--- src/rtl/fir_param_pipelined.sv ---
// fir_param_pipelined: parametrised N-tap pipelined FIR engine, memory to memory.
// Reads sample_count samples through RAM port A and writes filtered results through port B.
// Pipeline: read address -> RAM data -> delay line -> product/adder-tree register -> scale/saturate/write register.
// Build option: define FIR_ROUND_EN to add 2**(SHIFT-1) before the output shift (round half up).
module fir_param_pipelined #(
    parameter int DATA_W = 8,
    parameter int COEF_W = 8,
    parameter int NTAPS  = 5,
    parameter int ADDR_W = 10,
    parameter int SHIFT  = 0
) (
    input  logic              clk,
    input  logic              rst_n,
    input  logic              start,
    input  logic [ADDR_W-1:0] input_addr,
    input  logic [ADDR_W-1:0] output_addr,
    input  logic [ADDR_W-1:0] sample_count,
    input  logic              coef_we,
    input  logic [3:0]        coef_idx,
    input  logic [COEF_W-1:0] coef_data,
    output logic              busy,
    output logic              done,
    output logic [ADDR_W-1:0] mem_addr_a,
    input  logic [DATA_W-1:0] mem_data_out_a,
    output logic [ADDR_W-1:0] mem_addr_b,
    output logic [DATA_W-1:0] mem_data_in_b,
    output logic              mem_we_b
);

    localparam int ACC_W = DATA_W + COEF_W + $clog2(NTAPS);
    localparam int EXT_W = ACC_W + 1;
    localparam logic signed [EXT_W-1:0] SAT_MAX = EXT_W'((1 << (DATA_W - 1)) - 1);
    localparam logic signed [EXT_W-1:0] SAT_MIN = ~SAT_MAX;
`ifdef FIR_ROUND_EN
    localparam int RS = (SHIFT > 0) ? SHIFT - 1 : 0;
    localparam logic signed [EXT_W-1:0] ROUND_K = (SHIFT > 0) ? (EXT_W'(1) << RS) : '0;
`endif

    typedef enum logic [1:0] {S_IDLE, S_RUN, S_DRAIN, S_DONE} state_t;

    state_t                   state_q, state_d;
    logic [ADDR_W-1:0]        out_base_q, count_q, rd_cnt_q, wr_cnt_q;
    logic signed [COEF_W-1:0] h_q    [NTAPS];
    logic signed [DATA_W-1:0] x_dl_q [NTAPS];
    logic                     v1_q, v2_q, v3_q;
    logic signed [ACC_W-1:0]  acc_q, acc_d;
    logic signed [EXT_W-1:0]  scaled;
    logic [DATA_W-1:0]        sat_d;
    logic                     start_ok, last_rd, last_wr;

    assign busy     = (state_q != S_IDLE);
    assign start_ok = (state_q == S_IDLE) && start;
    assign last_rd  = (state_q == S_RUN) && (rd_cnt_q == count_q);
    assign last_wr  = mem_we_b && (wr_cnt_q == count_q);

    // State register
    always_ff @(posedge clk or negedge rst_n) begin
        if (!rst_n) state_q <= S_IDLE;
        else        state_q <= state_d;
    end

    // Next-state logic: a zero-length run skips straight to DONE
    always_comb begin
        state_d = state_q;
        case (state_q)
            S_IDLE:  if (start) state_d = (sample_count == '0) ? S_DONE : S_RUN;
            S_RUN:   if (last_rd) state_d = S_DRAIN;
            S_DRAIN: if (last_wr) state_d = S_DONE;
            S_DONE:  state_d = S_IDLE;
            default: state_d = S_IDLE;
        endcase
    end

    // Latch run parameters on start and step the read address once per RUN cycle
    always_ff @(posedge clk or negedge rst_n) begin
        if (!rst_n) begin
            out_base_q <= '0;
            count_q    <= '0;
            rd_cnt_q   <= '0;
            mem_addr_a <= '0;
        end else if (start_ok) begin
            out_base_q <= output_addr;
            count_q    <= sample_count;
            rd_cnt_q   <= ADDR_W'(1);
            mem_addr_a <= input_addr;
        end else if ((state_q == S_RUN) && !last_rd) begin
            rd_cnt_q   <= rd_cnt_q + ADDR_W'(1);
            mem_addr_a <= mem_addr_a + ADDR_W'(1);
        end
    end

    // Valid bits follow each sample down the pipe; delay line shifts in RAM data
    always_ff @(posedge clk or negedge rst_n) begin
        if (!rst_n) begin
            v1_q <= 1'b0;
            v2_q <= 1'b0;
            v3_q <= 1'b0;
            for (int i = 0; i < NTAPS; i++) x_dl_q[i] <= '0;
        end else begin
            v1_q <= (state_q == S_RUN);
            v2_q <= v1_q;
            v3_q <= v2_q;
            if (start_ok) begin
                for (int i = 0; i < NTAPS; i++) x_dl_q[i] <= '0;
            end else if (v1_q) begin
                x_dl_q[0] <= mem_data_out_a;
                for (int i = 1; i < NTAPS; i++) x_dl_q[i] <= x_dl_q[i-1];
            end
        end
    end

    // Full-precision multiply-accumulate over all taps
    always_comb begin
        acc_d = '0;
        for (int i = 0; i < NTAPS; i++)
            acc_d = acc_d + ACC_W'(h_q[i]) * ACC_W'(x_dl_q[i]);
    end

    // Accumulator pipeline register
    always_ff @(posedge clk or negedge rst_n) begin
        if (!rst_n) acc_q <= '0;
        else        acc_q <= acc_d;
    end

    // Optional rounding, arithmetic shift, then clamp to the output range
    always_comb begin
        scaled = EXT_W'(acc_q);
`ifdef FIR_ROUND_EN
        scaled = scaled + ROUND_K;
`endif
        scaled = scaled >>> SHIFT;
        if (scaled > SAT_MAX)      sat_d = SAT_MAX[DATA_W-1:0];
        else if (scaled < SAT_MIN) sat_d = SAT_MIN[DATA_W-1:0];
        else                       sat_d = scaled[DATA_W-1:0];
    end

    // Write stage: one result per valid sample at output_addr + write index
    always_ff @(posedge clk or negedge rst_n) begin
        if (!rst_n) begin
            mem_we_b      <= 1'b0;
            mem_addr_b    <= '0;
            mem_data_in_b <= '0;
            wr_cnt_q      <= '0;
        end else begin
            mem_we_b <= v3_q;
            if (start_ok) begin
                wr_cnt_q <= '0;
            end else if (v3_q) begin
                mem_addr_b    <= out_base_q + wr_cnt_q;
                mem_data_in_b <= sat_d;
                wr_cnt_q      <= wr_cnt_q + ADDR_W'(1);
            end
        end
    end

    // Coefficient bank: writable only while idle, out-of-range indices dropped
    always_ff @(posedge clk or negedge rst_n) begin
        if (!rst_n) begin
            for (int i = 0; i < NTAPS; i++) h_q[i] <= '0;
        end else if (coef_we && !busy) begin
            for (int i = 0; i < NTAPS; i++)
                if (coef_idx == 4'(i)) h_q[i] <= coef_data;
        end
    end

    // Sticky done: set when DONE hands back to IDLE, cleared by the next accepted start
    always_ff @(posedge clk or negedge rst_n) begin
        if (!rst_n)                 done <= 1'b0;
        else if (start_ok)          done <= 1'b0;
        else if (state_q == S_DONE) done <= 1'b1;
    end

endmodule

--- config.mk ---
export PLATFORM = sky130hd
export DESIGN_NAME = fir_param_pipelined
export DESIGN_NICKNAME = d
export VERILOG_FILES = /design/src/rtl/fir_param_pipelined.sv
export SDC_FILE = /design/constraint.sdc
export NUM_CORES = 1
export LEC_CHECK = 0
export BUFFER_PORTS_ARGS = -buffer_cell sky130_fd_sc_hd__buf_4
export CORE_ASPECT_RATIO = 1.1
export CORE_MARGIN = 4
export CORE_UTILIZATION = 25
export DETAILED_ROUTE_END_ITERATION = 16
export PLACE_DENSITY_LB_ADDON = 0.05
export REMOVE_ABC_BUFFERS = 1
export SKIP_CTS_REPAIR_TIMING = 1
export SLEW_MARGIN = 20
export SYNTH_ARGS = -nofsm -noshare
export SYNTH_HDL_FRONTEND = slang
export SYNTH_SLANG_ARGS = --single-unit
--- constraint.sdc ---
create_clock -name clk -period 11.4 [get_ports clk]
set_input_delay 2.28 -clock clk [delete_from_list [all_inputs] [get_ports clk]]
set_output_delay 2.28 -clock clk [all_outputs]
set_load 0.02 [all_outputs]
Word level (Yosys, flattened, before mapping):

Index checks and enable logic that the tools add are counted.

* $add $sub $neg: 8
* $mul: 5
* div/mod/pow operators: 0
* order comparisons: 2
* equal/unequal tests: 12
* shifts and indexed selects: 0
* muxes and demuxes: 17
* bitwise gates (word level): 1
* reductions and logical operators: 22

Operators with widths (number)
* 8-bit by 8-bit multiplier with 16-bit output: 5
* 40-bit two-way mux: 2
* 10-bit two-way mux: 6
* 10-bit by 1-bit adder with 10-bit output, second input constant: 3
* 10-bit equality test: 2
* 18-bit by 16-bit adder with 19-bit output: 1
* 19-bit by 16-bit adder with 19-bit output: 1
* 19-bit by 8-bit > comparator with 1-bit output, second input constant: 1
* 19-bit by 8-bit less-than comparator with 1-bit output, second input constant: 1
* 17-bit by 16-bit adder with 18-bit output: 1
* 16-bit by 16-bit adder with 17-bit output: 1
* 8-bit two-way mux: 2
* 2-bit AND reduction: 6
* 10-bit adder: 1
* 10-bit zero test: 1
* 2-bit nonzero test: 5
* 4-bit by 2-bit equality test with 1-bit output, second input constant: 2
* 2-bit two-way mux: 4
* 2-bit case mux with 4 select lines: 1
* 2-bit != test, second input constant: 3
* 1-bit logical AND: 5
* 2-bit equality test, second input constant: 2
* 4-bit by 1-bit equality test with 1-bit output, second input constant: 1
* 4-bit by 3-bit equality test with 1-bit output, second input constant: 1
* other kinds (7): 9

* register bits after elaboration: 174
* latch bits: 0
* RAM bits: 0
* bits in read-only memories: 0
* input bits: 54
* output and inout bits: 31
* logic and storage cells: 91
* memories kept: 0

Depth between registers and ports, before layout:

* depth after elaboration: 6
* gate-level depth with buffers: 26
* depth with buffers taken out: 25

Least setup slack after synthesis:

OpenSTA, ideal clock, no wires.

* kind: reg-to-reg
* start: register h_q[7] in the netlist's numbering
* end: register acc_q[16]
* library setup time: 69 ps
* data arrival time: 6715 ps
* data required time: 11331 ps
* setup slack: 4616 ps
* stages on the path, launching flop included: 22
* path buffers: 1
* period minus slack after synthesis: 6784 ps
* cells stage by stage: dfrtp_1 clkbuf_1 nand2_1 inv_1 fa_1 inv_1 fa_1 fa_1 fa_1 fa_1 inv_1 fa_1 fa_1 fa_1 fa_1 ha_1 o21a_1 o21ai_0 a21oi_1 a21boi_1 or4b_1 nand3_1

* word-level cells in the longest chain between the ends: 2

Ends and longest elaborated chain
* from (decl): RTL line 43 `logic signed [COEF_W-1:0] h_q [NTAPS];`
* from (signal, indexed assignment): RTL line 162 `if (coef_idx == 4'(i)) h_q[i] <= coef_data;`
* 8-bit by 8-bit multiplier with 16-bit output: RTL line 116 `acc_d = acc_d + ACC_W'(h_q[i]) * ACC_W'(x_dl_q[i]);`
* 19-bit by 16-bit adder with 19-bit output: RTL line 116
* via acc_d[16]: RTL line 46 `logic signed [ACC_W-1:0] acc_q, acc_d;`
* to (signal assigned): RTL line 121 `if (!rst_n) acc_q <= '0;`
* to (signal assigned): RTL line 122 `else acc_q <= acc_d;`
* to (decl): RTL line 46

The timed path passes the listed nets, and every way through them passes these cells.
A chain may end at the register's enable or synchronous reset.

Worst setup path in the final report:

* start: register x_dl_q[39] in the netlist's numbering
* end: register acc_q[16]

* word-level cells in the longest chain between the ends: 5

Ends and longest elaborated chain
* from (decl): RTL line 44 `logic signed [DATA_W-1:0] x_dl_q [NTAPS];`
* 8-bit by 8-bit multiplier with 16-bit output: RTL line 116
* 16-bit by 16-bit adder with 17-bit output: RTL line 116
* 17-bit by 16-bit adder with 18-bit output: RTL line 116
* 18-bit by 16-bit adder with 19-bit output: RTL line 116
* 19-bit by 16-bit adder with 19-bit output: RTL line 116
* via acc_d[16]: RTL line 46

The timed path passes the listed nets, and every way through them passes these cells.

==> impl_metrics.ini <==
[yosys]
ys_ff_latch = 174
yosysUniqueCellTypes = 50
async_flop_share = 1.000
synth_edf_count = 0
synth_area_um2 = 21560
yosys_warnings = 0
syn_avg_cell_area_um2 = 10.15
synthFlopType = dfrtp_1
netlist_instances = 2124
ys_seq_area_frac = 0.2019

[detailed_routing]
drtIter0Drc = 530
drt_pre_antenna_iters = 6
vias = 13660
drc_errors = 0
totalWireLength_um = 64540
wire_per_inst_um = 19.41
ant_nets = 0
viasPerCell = 4.109

[die]
die_y_um = 316.0
core-area_um2 = 85200
start_util = 0.2531
pin_count = 85
dieArea_um2 = 91030
die_w_um = 288.0
num_rows = 112

[critical_path]
cp.required_ns = 11.84
critPathCaptureType = flip-flop
setup.worst_path.class = reg2reg
critPathMaxFanout = 7
start_kind = flip-flop
arrival_ns = 8.00

[placed_design]
place_hpwl_um = 54060
gp_congestion = 0.7798
port_buffers = 84

[sta]
tns_ns = 0
setup_viol = 0
fin_crit_ns = 7.563
finalHoldViolations = 0
period_share = 0.6634
slew_viol_final = 0
rsz0062_at_grt = no
fmax_mhz = 132.2
tightest_slew_ns = 1.003
clock_skew_ns = 0.01870
max_slew_margin = 0.3312

[grt]
grt_max_degree = 74
grt_antenna_before_repair = 0
grtUsageTotal = 0.1507
grt.overflow.total = 0
grt_pass1_wl_um = 100700
grt_pass1_vias = 15770

[finish]
layout_commonest_cell = inv_1
fill_cells = 9157
antennaDiodeCount = 0
drive_gt1_frac = 0.08009
layout_common_cells = inv_1 (495), fa_1 (417), nand2_1 (218)
area_growth_pct = 11.30
finalNetCount = 2783
multiInputGateArea_um2 = 15090
regArea_um2 = 4355

[cts]
cts_max_level = 4
cts_root_buf = clkbuf_16
clk_path_buf_depth = 2
clkLatencyLatePin_ns = 0.51
cts_sinks = 174
cts.clk_slew.worst_paths_ns = 0.08
cts_buffers = 17
cts_tree = done

[outcome]
status = completed

[min_path]
hold_class = reg2reg

[run]
maxCapViolCount = 0
[layer usage]
| metal | up-vias | track usage | part of all wire |
|---|---|---|---|
| met5 | - | 0 | 0 |
| met4 | 0 | 0.03876 | 0.022 |
| met3 | 39 | 0.02063 | 0.022 |
| met2 | 129 | 0.2780 | 0.54 |
| met1 | 7104 | 0.1847 | 0.42 |
| li1 | 6392 | - | - |
[synth_stat cells, drive strengths merged (16+ instances only)]
cell type,n,share of area
mux2,42,0.022
nand3,16,0.0037
clkbuf,57,0.0099
inv,495,0.086
xnor2,55,0.023
xor2,19,0.0077
nand2,219,0.038
nor2,105,0.018
o21ai,46,0.011
and2,167,0.048
mux2i,45,0.021
dfrtp,174,0.20
fa,417,0.39
ha,139,0.081
[stage by stage]
step	util	instance area, um2	std cells	setup slack [ns]	hold WS, ns
CTS	0.2817	24000	3325	3.731	0.3602
floorplan	-	21310	2061	4.689	0.3312
global route	0.2817	24000	3325	3.440	0.3741
detailed placement	0.2751	23440	3294	3.741	0.3418
finish	0.2817	24000	3325	3.837	0.3569
global placement	0.2751	23440	3294	3.712	0.3326
[path summary, 6_finish.rpt]
check                                       startpoint  slack, ns                        end  cells past startpoint
worst max-delay path            x_dl_q[39]$_DFFE_PN0P_       3.84        acc_q[16]$_DFF_PN0_                     20
worst min-delay path                    v2_q$_DFF_PN0_       0.36             v3_q$_DFF_PN0_                      0
worst max register to register  x_dl_q[39]$_DFFE_PN0P_       3.84        acc_q[16]$_DFF_PN0_                     20
worst min register to register          v2_q$_DFF_PN0_       0.36             v3_q$_DFF_PN0_                      0
max in group asynchronous                        rst_n       7.54             v1_q$_DFF_PN0_                      3
min in group asynchronous                        rst_n       1.83  mem_addr_b[2]$_DFFE_PN0P_                      1
[sequential cells by signal (all words and copies together) (netlist names), 2 cells and up]
| register | flops |
|---|---|
| h_q | 40 |
| mem_addr_b | 10 |
| x_dl_q | 40 |
| out_base_q | 10 |
| acc_q | 19 |
| count_q | 10 |
| state_q | 2 |
| rd_cnt_q | 10 |
| wr_cnt_q | 10 |
| mem_data_in_b | 8 |
| mem_addr_a | 10 |
[cell families (layout without fill, tap and decap cells)]
family | Yosys count | after routing | synth area share
AND/OR/NAND/NOR | 571 | 571 | 0.1283
XOR/XNOR | 74 | 74 | 0.03040
buffers and inverters | 560 | 621 | 0.09852
multiplexers | 87 | 87 | 0.04282
AO/OA/AOI/OAI | 102 | 102 | 0.03023
adder cells (fa/ha/maj) | 556 | 556 | 0.4678
flip-flops | 174 | 174 | 0.2019
[layout make-up]
type                            count  area share
Clock inverter                     14    0.005526
Inverter                          497     0.07773
Tap cell                         1140     0.05943
Multi-Input combinational cell   1390      0.6288
Sequential cell                   174      0.1815
Clock buffer                       17     0.01772
Timing Repair Buffer               93     0.02935
[worst max-delay path, stage by stage, from the launching register on]
cell and delay [ns]:
dfrtp_1 0.56, inv_1 0.44, nor2_1 0.12, fa_1 0.55
inv_1 0.06, fa_1 0.55, fa_1 0.49, fa_1 0.53
fa_1 0.54, inv_1 0.07, fa_1 0.56, fa_1 0.43
fa_1 0.52, fa_1 0.42, ha_1 0.34, o21a_1 0.13
o21ai_0 0.12, a21oi_1 0.30, a21boi_1 0.20, or4b_1 0.49
nand3_1 0.09
Power is not shown: default switching activity piles up to over one toggle a cycle in this logic, so the estimate is an artifact.
